===== src/rtl/step_sequencer_tone_gen.sv =====
// ----------------------------------------------------------------------------
// step_sequencer_tone_gen
//   Step sequencer core for the audio sample path. Walks a STEPS-long on/off
//   pattern at a fixed tempo. On every active step it emits a gated square
//   wave as signed stereo samples over a valid/ready handshake.
//
// Ports
//   CLOCK_50      in   system clock
//   resetn        in   async active-low reset
//   load_n        in   raw active-low load button (asynchronous)
//   pattern_in    in   pattern source, captured on a load_n press
//   run           in   1 = sequencer advances, 0 = hold and silence
//   sample_ready  in   consumer accepts a sample this cycle
//   sample_valid  out  sample outputs hold a valid sample
//   sample_left   out  signed left sample
//   sample_right  out  signed right sample (identical to left)
//   step_idx      out  current step
//   pattern       out  loaded pattern register
// ----------------------------------------------------------------------------
module step_sequencer_tone_gen #(
    parameter int unsigned STEPS        = 8,
    parameter int unsigned TEMPO_CYCLES = 6250000,
    parameter int unsigned GATE_CYCLES  = 3125000,
    parameter int unsigned HALF_PERIOD  = 56818,
    parameter int unsigned DW           = 24,
    parameter logic [DW-1:0] AMPLITUDE  = DW'(24'h100000),
    localparam int unsigned SIW         = (STEPS > 1) ? $clog2(STEPS) : 1
) (
    input  logic              CLOCK_50,
    input  logic              resetn,
    input  logic              load_n,
    input  logic [STEPS-1:0]  pattern_in,
    input  logic              run,
    input  logic              sample_ready,
    output logic              sample_valid,
    output logic [DW-1:0]     sample_left,
    output logic [DW-1:0]     sample_right,
    output logic [SIW-1:0]    step_idx,
    output logic [STEPS-1:0]  pattern
);

    localparam int unsigned TW = (TEMPO_CYCLES > 1) ? $clog2(TEMPO_CYCLES) : 1;
    localparam int unsigned GW = $clog2(GATE_CYCLES + 1) > 0 ? $clog2(GATE_CYCLES + 1) : 1;
    localparam int unsigned HW = (HALF_PERIOD > 1) ? $clog2(HALF_PERIOD) : 1;

    localparam logic [TW-1:0]  TEMPO_LAST = TW'(TEMPO_CYCLES - 1);
    localparam logic [GW-1:0]  GATE_LIM   = GW'(GATE_CYCLES);
    localparam logic [HW-1:0]  HALF_LAST  = HW'(HALF_PERIOD - 1);
    localparam logic [SIW-1:0] STEP_LAST  = SIW'(STEPS - 1);
    localparam logic [DW-1:0]  NEG_AMP    = (~AMPLITUDE) + DW'(1);

    // load button synchroniser (s1, s2) plus edge-detect history (s3)
    logic load_s1_q, load_s2_q, load_s3_q;

    logic [STEPS-1:0] pattern_q,  pattern_d;
    logic [SIW-1:0]   step_q,     step_d;
    logic [TW-1:0]    tempo_q,    tempo_d;
    logic [GW-1:0]    gate_q,     gate_d;
    logic [HW-1:0]    half_q,     half_d;
    logic             phase_q,    phase_d;
    logic             valid_q,    valid_d;
    logic [DW-1:0]    sample_q,   sample_d;

    logic             load_fall;
    logic             boundary;
    logic             active;
    logic [DW-1:0]    next_sample;

    // Next-state logic for pattern, tempo, tone and handshake
    always_comb begin
        pattern_d   = pattern_q;
        step_d      = step_q;
        tempo_d     = tempo_q;
        gate_d      = gate_q;
        half_d      = half_q;
        phase_d     = phase_q;
        valid_d     = 1'b1;
        sample_d    = sample_q;

        load_fall   = load_s3_q & ~load_s2_q;
        boundary    = run & (tempo_q == TEMPO_LAST);
        active      = run & pattern_q[step_q] & (gate_q < GATE_LIM);
        next_sample = '0;
        if (active) begin
            next_sample = phase_q ? AMPLITUDE : NEG_AMP;
        end

        if (load_fall) begin
            pattern_d = pattern_in;
        end

        if (run) begin
            if (boundary) begin
                tempo_d = '0;
                gate_d  = '0;
                step_d  = (step_q == STEP_LAST) ? '0 : step_q + SIW'(1);
            end else begin
                tempo_d = tempo_q + TW'(1);
                if (gate_q < GATE_LIM) begin
                    gate_d = gate_q + GW'(1);
                end
            end
        end

        // A step boundary overrides any tone toggle on the same edge
        if (boundary || !active) begin
            half_d  = '0;
            phase_d = 1'b0;
        end else if (half_q == HALF_LAST) begin
            half_d  = '0;
            phase_d = ~phase_q;
        end else begin
            half_d  = half_q + HW'(1);
        end

        if (valid_q && sample_ready) begin
            sample_d = next_sample;
        end
    end

    // State registers
    always_ff @(posedge CLOCK_50 or negedge resetn) begin
        if (!resetn) begin
            load_s1_q <= 1'b1;
            load_s2_q <= 1'b1;
            load_s3_q <= 1'b1;
            pattern_q <= '0;
            step_q    <= '0;
            tempo_q   <= '0;
            gate_q    <= '0;
            half_q    <= '0;
            phase_q   <= 1'b0;
            valid_q   <= 1'b0;
            sample_q  <= '0;
        end else begin
            load_s1_q <= load_n;
            load_s2_q <= load_s1_q;
            load_s3_q <= load_s2_q;
            pattern_q <= pattern_d;
            step_q    <= step_d;
            tempo_q   <= tempo_d;
            gate_q    <= gate_d;
            half_q    <= half_d;
            phase_q   <= phase_d;
            valid_q   <= valid_d;
            sample_q  <= sample_d;
        end
    end

    assign sample_valid = valid_q;
    assign sample_left  = sample_q;
    assign sample_right = sample_q;
    assign step_idx     = step_q;
    assign pattern      = pattern_q;

endmodule


===== config.mk =====
export PLATFORM = sky130hd
export DESIGN_NAME = step_sequencer_tone_gen
export DESIGN_NICKNAME = d
export VERILOG_FILES = /design/src/rtl/step_sequencer_tone_gen.sv
export SDC_FILE = /design/constraint.sdc
export NUM_CORES = 1
export LEC_CHECK = 0
export ABC_CLOCK_PERIOD_IN_PS = 4790
export BUFFER_PORTS_ARGS = -buffer_cell sky130_fd_sc_hd__clkbuf_2
export CORE_UTILIZATION = 35
export DETAILED_ROUTE_END_ITERATION = 10
export PLACE_DENSITY = 0.63
export RECOVER_POWER = 25
export SLEW_MARGIN = 25
export SYNTH_ARGS = -nofsm -noshare
export SYNTH_HDL_FRONTEND = slang
export SYNTH_SLANG_ARGS = --single-unit

===== constraint.sdc =====
create_clock -name CLOCK_50 -period 4.79 [get_ports CLOCK_50]
set_clock_uncertainty 0.2 [all_clocks]
set_input_delay 1.1975 -clock CLOCK_50 [delete_from_list [all_inputs] [get_ports CLOCK_50]]
set_output_delay 1.1975 -clock CLOCK_50 [all_outputs]
set_load 0.005 [all_outputs]

# Word-level counts from Yosys, hierarchy flattened
# Cells that the tools add are included.
totals:
  regBits: 101
  elab_cells: 45
  output_inout_bits: 60
  input_bits: 13
op_classes:
  muxes: 12
  n_bitwise: 6
  addsub: 4
  n_eq_ne: 3
  n_lt_le_gt_ge: 2
  n_reduce_logical: 7
op_table:
  columns: ["op", "n"]
  rows:
  - ["24-bit two-way mux", 2]
  - ["22-bit two-way mux", 2]
  - ["16-bit two-way mux", 2]
  - ["23-bit by 1-bit adder with 23-bit output (second input constant)", 1]
  - ["23-bit equality test (second input constant)", 1]
  - ["23-bit two-way mux", 1]
  - ["22-bit by 1-bit adder with 22-bit output (second input constant)", 1]
  - ["22-bit less-than comparator (second input constant)", 1]
  - ["16-bit by 1-bit adder with 16-bit output (second input constant)", 1]
  - ["16-bit equality test (second input constant)", 1]
  - ["1-bit bitwise AND", 4]
  - ["3-bit by 4-bit less-than comparator with 1-bit output (second input constant)", 1]
  - ["2-bit AND reduction", 2]
  - ["2-bit nonzero test", 2]
  - ["3-bit by 1-bit adder with 3-bit output (second input constant)", 1]
  - ["1-bit binary-select mux with 3-bit select", 1]
  - ["3-bit equality test (second input constant)", 1]
  - ["1-bit two-way mux", 3]
  - ["3-bit two-way mux", 1]
  - ["1-bit inverter", 2]
  - ["1-bit logical AND", 1]
  - ["1-bit logical NOT", 1]
  - ["1-bit logical OR", 1]

# Longest topological paths before layout
depth:
  word_depth: 7
  depth_mapped: 8

# Worst setup path before layout
# No wires, ideal clock.
synth_timing:
  path_kind: "input to register"
  start: "input run"
  end: "register gate_q[3]"
  required_ns: 4.454
  slack_ns: 1.840
  setup_ns: 0.136
  arrival_time_ns: 2.614
  cell_stages: 6
  path_cell_list: "clkbuf_2 nand4_1 nor3_1 nand4_2 nor4b_1 or3b_2"
synth_between:
  elab_chain_cells: 3
  word_cells_on_any_way: 4
synth_lines:
  columns: ["item", "line", "source"]
  rows:
  - ["from (decl)", "33", "input logic run,"]
  - ["1-bit bitwise AND", "81", "boundary = run & (tempo_q == TEMPO_LAST);"]
  - ["2-bit nonzero test (no source line)", null, null]
  - ["2-bit AND reduction (no source line)", null, null]
  - ["to (signal assigned)", "142", "gate_q <= gate_d;"]
  - ["to (decl)", "58", "logic [GW-1:0] gate_q, gate_d;"]
# Several ways; a longest one is shown, not always the timed one.
# A chain may end at the register's enable or synchronous reset.

# Worst setup path after layout
layout_timing:
  start: "input run"
  end: "register half_q[13]"
layout_between:
  elab_chain_cells: 5
  word_cells_on_any_way: 6
layout_lines:
  columns: ["item", "line", "source"]
  rows:
  - ["1-bit bitwise AND (2 in a row)", "82", "active = run & pattern_q[step_q] & (gate_q < GATE_LIM);"]
  - ["1-bit logical NOT", "106", "if (boundary || !active) begin"]
  - ["1-bit logical OR (*)", "106", null]
  - ["16-bit two-way mux (*)", "106", null]
  - ["via half_d[13]", "59", "logic [HW-1:0] half_q, half_d;"]
  - ["to (signal assigned)", "143", "half_q <= half_d;"]
  - ["to (decl)", "59", null]
# The timed path passes the listed nets; every way through them passes the cells marked *.

==> results_dict.tcl <==
set metrics [dict create \
    die_h_um 112 \
    syn_area_um2 4270 \
    ir_worst_vdd_v 0.000168 \
    fin_area_um2 4660 \
    critPathSlowestCell "nand4b_1" \
    async_flop_share_pct 100 \
    period_share_pct 69.6 \
    grt_first_pass_wirelength_mm 13.4 \
    swShare_pct 26.9 \
    hold_path_class "reg -> reg" \
    layout-drive-gt1-share_pct 16.4 \
    crit_required_ns 4.77 \
    setup_violations 0 \
    synth-main-ff-cell "dfrtp_1" \
    portBuffers 32 \
    p_per_area_nw_per_um2 358 \
    cts_hold_buf 0 \
    slew_headroom_pct -30.4 \
    dieArea_um2 12700 \
    antenna_left 0 \
    cts_buffers 9 \
    dr.pass1.iters 4 \
    grt_pass1_vias 2920 \
    clk_latency_ns 0.33 \
    num_antenna_cells 0 \
    synth_most_common_cell "dfrtp_1" \
    clk_path_buf_depth 2 \
    synth-edff-count 0 \
    crit_path_max_fanout 19 \
    hold_viol_final 0 \
    end_kind "flop" \
    fin_setup_tns_ns 0 \
    htree_levels 3 \
    num_rows 39 \
    dieWidth_um 112 \
    pwr-share-comb_pct 11.0 \
    netlist.area_leader.share_pct 44.5 \
    status "finished, violations left" \
    maxCapViolCount 1 \
    first_iter_violations 161 \
    clkPwrFrac_pct 40.8 \
    gp_congestion 0.754 \
    max_freq_ghz 0.300 \
    worstPathCellList "clkbuf_2 -> nand4_1 -> nor3_1 -> nand4_2 -> nand4b_1 -> nor2_1" \
    dp_hpwl_mm 5.39 \
    ctsResizeCount 0 \
    worst-path-buf-inv 1 \
    yosysTopAreaCell "dfrtp_1" \
    cts.clk_slew.worst_paths_ns 0.06 \
    core_um2 11700 \
    routed_wl_mm 7.85 \
    internal_power_mw 1.22 \
    critical-path-top-delay-family "simple AND/OR/NAND/NOR gates" \
    drcViolationCount 0 \
    antenna_found_initial 0 \
    clockRootBuffer "clkbuf_16" \
    syn_inst 422 \
    slew_violations 80 \
    timing.final.crit_period_ns 3.33 \
    cp.arrival_ns 3.32 \
    wire_per_inst_um 13.2 \
    switchingPower_uw 448 \
    clock_sinks 79 \
    rsz0062_at_grt "false" \
    vias_per_cell 5.12 \
    max_slew.worst_pin.slew_ns 1.96 \
    worst_setup_path_start_kind "input pin" \
    violations "max-capacitance violations, max-slew violations" \
    synthToLayoutAreaGrowth_pct 9.14 \
    track_usage_pct 13.2 \
    synth_seq_cells 79 \
    vias 3043 \
    grt_overflow 0 \
    ys_warn_count 0 \
    synthTopCellsByArea "dfrtp_1 (45%), buf_4 (8.1%), xor2_1 (4.5%), nor2_1 (3.0%), mux2_2 (2.9%)" \
    cts_tree "built" \
    placed_cell_area_um2 4370 \
    avgSynthCellArea_um2 10.1 \
    p_leak_nw 2.04 \
    nNetsFinal 465 \
    io_pins 73 \
    netlist_top_cells_count "dfrtp_1 (76), buf_4 (46), nor2_1 (34)" \
    worstSetupPathType "in -> reg" \
    initial_core_util_pct 36.6 \
    synth.distinct_cells 52 \
    share_seq_of_total_power_pct 48.2 \
    ys_seq_area_share_pct 46.4 \
    slowest_delay_ns 0.73 \
    grt_max_degree 80 \
    cts_setup_buffers 0 \
]
worst register-to-register path, stage by stage (launching register included):
cell      delay (ns)
dfrtp_1         0.44
or4b_2          0.64
nor3_1          0.18
nand4_2         0.43
nand4b_1        0.73
nor2_1          0.13
worst paths after layout:
kind	to	cells after the start	start	slack, ns
min in group asynchronous	tempo_q[0]	1	resetn	1.20
hold reg to reg	load_s2_q	0	load_s1_q	0.16
max in group asynchronous	tempo_q[2]	1	resetn	2.02
setup reg to reg	half_q[13]	5	tempo_q[4]	1.90
setup / recovery	half_q[13]	6	run	1.46
hold / removal	load_s2_q	0	load_s1_q	0.16
flip-flops by register name, indices dropped and copies added (netlist names):
signal,flops
gate_q,22
half_q,16
load_s1_q,1
load_s2_q,1
load_s3_q,1
pattern,8
phase_q,1
sample_left,2
sample_valid,1
step_idx,3
tempo_q,23
area by class of cell:
cell class              instances  area, µm²
well taps                     143        179
flip-flops and latches         79       1980
repair buffers                 34        175
fillers                      1138       7000
inverters                       7       26.3
clock buffers                  10        229
clock inverters                 6       70.1
multi-input cells             315       2000
through the flow:
stage | setup slack, ns | hold slack, ns | power (mW) | cells | util (%)
after floorplan | 1.84 | 0.145 | 0.959 | 461 | -
after global placement | 1.20 | 0.152 | 0.994 | 578 | 37.4
after detailed placement | 1.08 | 0.150 | 1.00 | 578 | 37.4
after CTS | 1.46 | 0.160 | 1.69 | 594 | 40.0
after global routing | 1.26 | 0.169 | 1.75 | 594 | 40.0
final | 1.46 | 0.163 | 1.67 | 594 | 40.0
power by group through the flow:
stage	Sequential (mW)	Combinational, mW	Clock [mW]
floorplan	0.798	0.161	0
global placement	0.812	0.181	0
CTS	0.804	0.188	0.699
global route	0.817	0.208	0.720
finish	0.805	0.184	0.680
detailed placement	0.815	0.188	0
placed cells by master, fill, tap and decap left out, types with 4 or more instances in the layout:
cell type and n:
dfrtp_1 76, conb_1 41, nor2_1 34, clkbuf_2 32
nand2_1 31, nand3_1 22, xor2_1 22, nand4_1 17
o31ai_1 14, xnor2_1 11, mux2_2 11, a21oi_1 10
and3_1 9, o21ai_0 9, or4_1 9, clkbuf_16 9
nor3_1 8, inv_1 7, o211ai_1 6, ha_1 6
and4_1 5, o311ai_0 5, or3_1 5, nor2b_1 4
routing by layer:
layer / GRT usage, % / share of wire [%] / wire length (µm) / vias up
met5: 0 / 0 / 0 / -
met4: 5.07 / 1.5 / 116 / 0
met2: 22.9 / 50 / 3930 / 45
met3: 2.75 / 2.2 / 172 / 11
li1: - / - / - / 1477
met1: 16.1 / 46 / 3630 / 1510
kinds of logic after synthesis:
| kind of cell | after synthesis | share of synthesized area (%) |
|---|---|---|
| AO/OA/AOI/OAI | 54 | 9.14 |
| adder cells (fa/ha/maj) | 6 | 1.76 |
| buffers and inverters | 67 | 10.2 |
| flip-flops | 79 | 46.4 |
| other | 2 | 0.176 |
| AND/OR/NAND/NOR | 166 | 21.2 |
| multiplexers | 15 | 4.42 |
| XOR/XNOR | 33 | 6.76 |
No activity file was read; power rests on OpenSTA's default activity.
